==> config.mk <==
export PLATFORM = sky130hd
export DESIGN_NAME = lcd8080_reg_if
export DESIGN_NICKNAME = d
export VERILOG_FILES = /design/src/rtl/lcd8080_reg_if.sv
export SDC_FILE = /design/constraint.sdc
export NUM_CORES = 1
export LEC_CHECK = 0
export CORE_ASPECT_RATIO = 0.8
export CORE_UTILIZATION = 53
export DETAILED_ROUTE_END_ITERATION = 10
export PLACE_DENSITY = 0.95
export SYNTH_ARGS = -nofsm -noshare
export SYNTH_HDL_FRONTEND = slang
export SYNTH_SLANG_ARGS = --single-unit
export TNS_END_PERCENT = 10
==> constraint.sdc <==
create_clock -name CLK -period 5.9 [get_ports CLK]
set_input_delay 1.18 -clock CLK [delete_from_list [all_inputs] [get_ports CLK]]
set_output_delay 1.18 -clock CLK [all_outputs]
set_load 0.02 [all_outputs]
==> src/rtl/lcd8080_reg_if.sv <==
// 8080-style host bus slave: synchronised strobes, auto-incrementing register file and pixel-stream port.
// Define LCD8080_READBACK_EN to build the read path (J80_DOUT/J80_OE); otherwise both outputs are tied low.
module lcd8080_reg_if #(
  parameter int BUS_W     = 8,
  parameter int NUM_REGS  = 8,
  parameter int REG_W     = 8,
  parameter int PIX_BYTES = 2,
  parameter int PIX_ADDR  = 2,
  parameter int AUTO_INC  = 1
) (
  input  logic                          CLK,
  input  logic                          nRST,
  input  logic                          J80_CS_n,
  input  logic                          J80_RS,
  input  logic                          J80_WR_n,
  input  logic                          J80_RD_n,
  input  logic [BUS_W-1:0]              J80_DIN,
  output logic [BUS_W-1:0]              J80_DOUT,
  output logic                          J80_OE,
  output logic                          FIFOWe,
  output logic [PIX_BYTES*BUS_W-1:0]    FIFOData,
  input  logic                          FIFOFull,
  output logic [NUM_REGS*REG_W-1:0]     RegsFlat,
  output logic                          Ovf
);

  localparam int AW = $clog2(NUM_REGS);
  localparam int CW = (PIX_BYTES > 1) ? $clog2(PIX_BYTES) : 1;
  localparam int PW = PIX_BYTES * BUS_W;
  localparam int SW = BUS_W + 4;
  localparam logic [SW-1:0] SYNC_RST  = {1'b1, 1'b0, 1'b1, 1'b1, {BUS_W{1'b0}}};
  localparam logic [AW-1:0] PIX_A     = AW'(PIX_ADDR);
  localparam logic [CW-1:0] LAST_BYTE = CW'(PIX_BYTES - 1);

  // Sync vector layout: {cs_n, rs, wr_n, rd_n, din}
  logic [SW-1:0] sync1, sync2, sync3;

  always_ff @(posedge CLK or negedge nRST) begin
    if (!nRST) begin
      sync1 <= SYNC_RST;
      sync2 <= SYNC_RST;
      sync3 <= SYNC_RST;
    end else begin
      sync1 <= {J80_CS_n, J80_RS, J80_WR_n, J80_RD_n, J80_DIN};
      sync2 <= sync1;
      sync3 <= sync2;
    end
  end

  logic             cs_s2, rs_s2, wr_s2, wr_s3;
  logic [BUS_W-1:0] din_s2;
  logic             wr_evt;
  logic             unused_sync;

  assign cs_s2  = sync2[BUS_W+3];
  assign rs_s2  = sync2[BUS_W+2];
  assign wr_s2  = sync2[BUS_W+1];
  assign wr_s3  = sync3[BUS_W+1];
  assign din_s2 = sync2[BUS_W-1:0];
  assign wr_evt = wr_s2 & ~wr_s3 & ~cs_s2;

  logic [REG_W-1:0] regs [NUM_REGS];
  logic [AW-1:0]    addr;
  logic [CW-1:0]    cnt;
  logic [PW-1:0]    pix;
  logic [PW-1:0]    pix_next;
  logic             addr_is_pix;

  assign addr_is_pix = (addr == PIX_A);
  assign pix_next    = PW'({pix, din_s2});

`ifdef LCD8080_READBACK_EN
  logic rd_s2, rd_s3;
  logic rd_start, rd_end;

  assign rd_s2 = sync2[BUS_W];
  assign rd_s3 = sync3[BUS_W];
  // A write seen in the same cycle wins; the read edge is simply lost.
  assign rd_start = rd_s3 & ~rd_s2 & ~cs_s2 & ~wr_evt;
  assign rd_end   = ~rd_s3 & rd_s2 & ~cs_s2 & ~wr_evt;
  assign unused_sync = ^{sync3[BUS_W+3], sync3[BUS_W+2], sync3[BUS_W-1:0]};
`else
  assign unused_sync = ^{sync3[BUS_W+3], sync3[BUS_W+2], sync3[BUS_W:0], sync2[BUS_W]};
`endif

  always_ff @(posedge CLK or negedge nRST) begin
    if (!nRST) begin
      for (int unsigned i = 0; i < NUM_REGS; i++) regs[i] <= '0;
      addr     <= '0;
      cnt      <= '0;
      pix      <= '0;
      Ovf      <= 1'b0;
      FIFOWe   <= 1'b0;
      FIFOData <= '0;
    end else begin
      FIFOWe <= 1'b0;
      if (wr_evt) begin
        if (!rs_s2) begin
          addr <= din_s2[AW-1:0];
          cnt  <= '0;
          Ovf  <= 1'b0;
        end else if (addr_is_pix) begin
          pix <= pix_next;
          if (cnt == LAST_BYTE) begin
            cnt <= '0;
            if (FIFOFull) begin
              Ovf <= 1'b1;
            end else begin
              FIFOWe   <= 1'b1;
              FIFOData <= pix_next;
            end
          end else begin
            cnt <= cnt + 1'b1;
          end
        end else begin
          regs[addr] <= din_s2[REG_W-1:0];
          if (AUTO_INC != 0) addr <= addr + 1'b1;
        end
      end
`ifdef LCD8080_READBACK_EN
      else if (rd_end && rs_s2 && !addr_is_pix && (AUTO_INC != 0)) begin
        addr <= addr + 1'b1;
      end
`endif
    end
  end

  always_comb begin
    RegsFlat = '0;
    for (int unsigned i = 0; i < NUM_REGS; i++) RegsFlat[i*REG_W +: REG_W] = regs[i];
  end

`ifdef LCD8080_READBACK_EN
  logic [CW+AW:0]   status;
  logic [BUS_W-1:0] rd_data;

  assign status = {Ovf, cnt, addr};

  always_comb begin
    rd_data = '0;
    if (!rs_s2)           rd_data = BUS_W'(status);
    else if (!addr_is_pix) rd_data = BUS_W'(regs[addr]);
  end

  always_ff @(posedge CLK or negedge nRST) begin
    if (!nRST) begin
      J80_DOUT <= '0;
      J80_OE   <= 1'b0;
    end else if (rd_start) begin
      J80_DOUT <= rd_data;
      J80_OE   <= 1'b1;
    end else if (rd_end || cs_s2) begin
      J80_OE <= 1'b0;
    end
  end
`else
  assign J80_DOUT = '0;
  assign J80_OE   = 1'b0;
`endif

endmodule

==> flow_summary.toml <==
[power]
power_frac_comb = 0.246
cellLeakagePower_nw = 2.78
pwr-share-clk = 0.371
p_switching_uw = 804
switching_share = 0.282
internal_power_mw = 2.04
powerDensity_nw_per_um2 = 473
fin_total_pwr_mw = 2.85
irDropWorstVdd_uv = 398
seqPwrFrac = 0.384

[setup_path]
crit_family = "buffers and inverters"
end_kind = "output port"
path_class = "flop to output port"
rrSetupSlack_ps = 3240
crit_chain = "clkdlybuf4s50_1"
slowest_stage = "clkdlybuf4s50_1"
crit_fanout = 2
worstPathArrival_ps = 1510
worstRegToRegCells = 5
regToRegEndpoint = "FIFOData[9]$_DFFE_PN0P_"
path_buf_inv = 1
worstReg2RegStart = "addr[0]$_DFFE_PN0P_"
crit_required_ps = 4720
max_stage_delay_ps = 660
startpoint_type = "flop"

[floorplan]
rows = 29
dieHeight_microns = 83.5
num_io_pins = 106
dieArea_sq_um = 8680
die_width_microns = 104
core_area_sq_um = 7980
initial_core_util = 0.552

[timing]
rsz0062_at_grt = "false"
max_slew.worst_pin.slew_ps = 819
setup_tns_ps = 0
max_freq_mhz = 372
setup_viol = 0
fin_skew_ps = 7.27
timing.final.crit_share = 0.456
period_minus_slack_ps = 2690
slew_viol_final = 0
finalHoldViolCount = 0
slew_headroom = 0.454

[routing]
drt-total-wl_microns = 9710
routed_via_density = 5.29
vias = 2595
drt_iter0_drc = 97
wire_per_inst_microns = 19.8
drc = 0
drtPass1Iterations = 4
antenna_left = 0

[synthesis]
ys.flop_type = "dfrtp_1"
async_flop_share = 1.00
ys_seq_area_frac = 0.666
ys_ff_latch = 117
synth_top_area_share = 0.636
syn_area_sq_um = 4410
synth_area_leaders = "dfrtp_1 (64%), mux2_2 (22%), dfstp_2 (3.0%)"
synth_cell_types = 32
synth_largest_area_cell = "dfrtp_1"
syn-instance-count = 271
synth_commonest_cells = "dfrtp_1 (112), mux2_2 (88), buf_4 (9)"
synth_edf_count = 0
ys_warn_count = 0
synth.most_common_cell = "dfrtp_1"
syn_area_per_cell_sq_um = 16.3

[cts]
clockBufferDepth = 2
hold_buffers = 0
cts.sinks = 117
cts_resized = 0
insertion_delay_ps = 500
cts_setup_buffers = 0
cts_tree = "done"
cts.clk_slew.worst_paths_ps = 60
clock_tree.htree_level_count = 4
root_buffer = "clkbuf_8"
cts_buffers = 17

[final_layout]
area_growth_pct = 36.5
fin_util = 0.753
diodes = 0
layout.nets = 387
drive_above_1_share = 0.352

[global_route]
grt_pass1_vias = 2830
antenna_found_initial = 0
grtUsageTotal = 0.244
grt_pass1_wl_microns = 15600
grt_max_degree = 69
grt_overflow = 0

[worst_hold_path]
hold_end = "sync2[5]$_DFF_PN0_"
hold-path-cell-count = 0
hold_class = "flop to flop"
min-delay-start = "sync1[5]$_DFF_PN0_"

[placed_design]
gp_congestion = 0.887
dpl.hpwl_microns = 6260
io_buffers = 95

[job]
cap_violations = 0

[status]
outcome = "finished clean"
==> logic make-up (layout without fill, tap and decap cells) <==
kind of cell,count (synthesis),after routing,synth area share
flip-flops,117,117,0.666
multiplexers,88,88,0.225
AND/OR/NAND/NOR,30,30,0.0562
buffers and inverters,27,131,0.0335
AO/OA/AOI/OAI,6,6,0.0128
adder cells (fa/ha/maj),2,2,0.00568
other,1,9,0.000851
==> cell type report <==
cell class	count	area, sq um
repair buffers	96	956
inverters	3	11.3
clock buffers	19	442
clock inverters	13	180
flip-flops and latches	117	2930
fillers	490	1970
well taps	108	135
multi-input cells	135	1350
==> per-stage QoR <==
| step | area (sq um) | worst slack, ps | cells | hold WS (ps) |
|---|---|---|---|---|
| after floorplan | 4440 | 3800 | 279 | 331 |
| after global placement | 5390 | 3100 | 459 | 331 |
| after detailed placement | 5390 | 3070 | 459 | 335 |
| after global routing | 6010 | 3070 | 491 | 350 |
| after CTS | 6010 | 3180 | 491 | 347 |
| final | 6010 | 3210 | 491 | 346 |
==> worst max path at each step <==
stage	startpoint	end	slack, ps	depth (start not counted)
6_report	RegsFlat[22]$_DFFE_PN0P_	RegsFlat[22]	3210	1
5_1_grt	addr[0]$_DFFE_PN0P_	FIFOData[9]$_DFFE_PN0P_	3070	5
4_1_cts	RegsFlat[7]$_DFFE_PN0P_	RegsFlat[7]	3180	1
3_5_place_dp	FIFOFull	FIFOData[9]$_DFFE_PN0P_	3070	3
3_3_place_gp	FIFOFull	FIFOData[13]$_DFFE_PN0P_	3100	3
2_1_floorplan	FIFOFull	FIFOData[10]$_DFFE_PN0P_	3800	3
==> power by group through the flow <==
stage          clock network [mW]  registers [mW]  logic [mW]
4_1_cts                      1.07            1.09       0.707
5_1_grt                      1.11            1.11       0.734
3_5_place_dp                    0            1.10       0.697
3_3_place_gp                    0            1.09       0.677
2_1_floorplan                   0            1.23       0.204
6_report                     1.06            1.09       0.699
==> registers in the layout, indices dropped and copies added, names as in the netlist <==
signal,count
RegsFlat,64
FIFOData,16
sync1,11
sync2,11
pix,8
addr,3
FIFOWe,1
Ovf,1
cnt,1
sync3,1
==> cell usage in the layout (no fill, tap or decap), drive strengths merged <==
cell           Yosys  routed
a2bb2oi            1       1
nand3b             1       1
nor2               3       3
clkdlybuf4s50      0      94
or3b               1       1
and4bb             1       1
nand2b             1       1
nor4               2       2
buf               20       2
nor2b              1       1
nand2              5       5
o31ai              1       1
nand4b             5       5
a41oi              1       1
dfstp              5       5
mux2              88      88
conb               1       9
a221o              2       2
ha                 2       2
dfrtp            112     112
nand4              3       3
inv                3       3
o41ai              1       1
nand3              3       3
clkbuf             4      19
nor3b              1       1
clkinvlp           0       3
nor4b              2       2
nor3               1       1
bufinv             0       4
clkinv             0       6
==> metal layers <==
| metal | up-vias | global-route usage | share of wire |
|---|---|---|---|
| met2 | 110 | 0.398 | 0.50 |
| met5 | - | 0 | 0 |
| met1 | 1325 | 0.298 | 0.41 |
| met3 | 10 | 0.105 | 0.078 |
| li1 | 1150 | - | - |
| met4 | 0 | 0.0701 | 0.0078 |
Power figures use the tool's default switching activity.
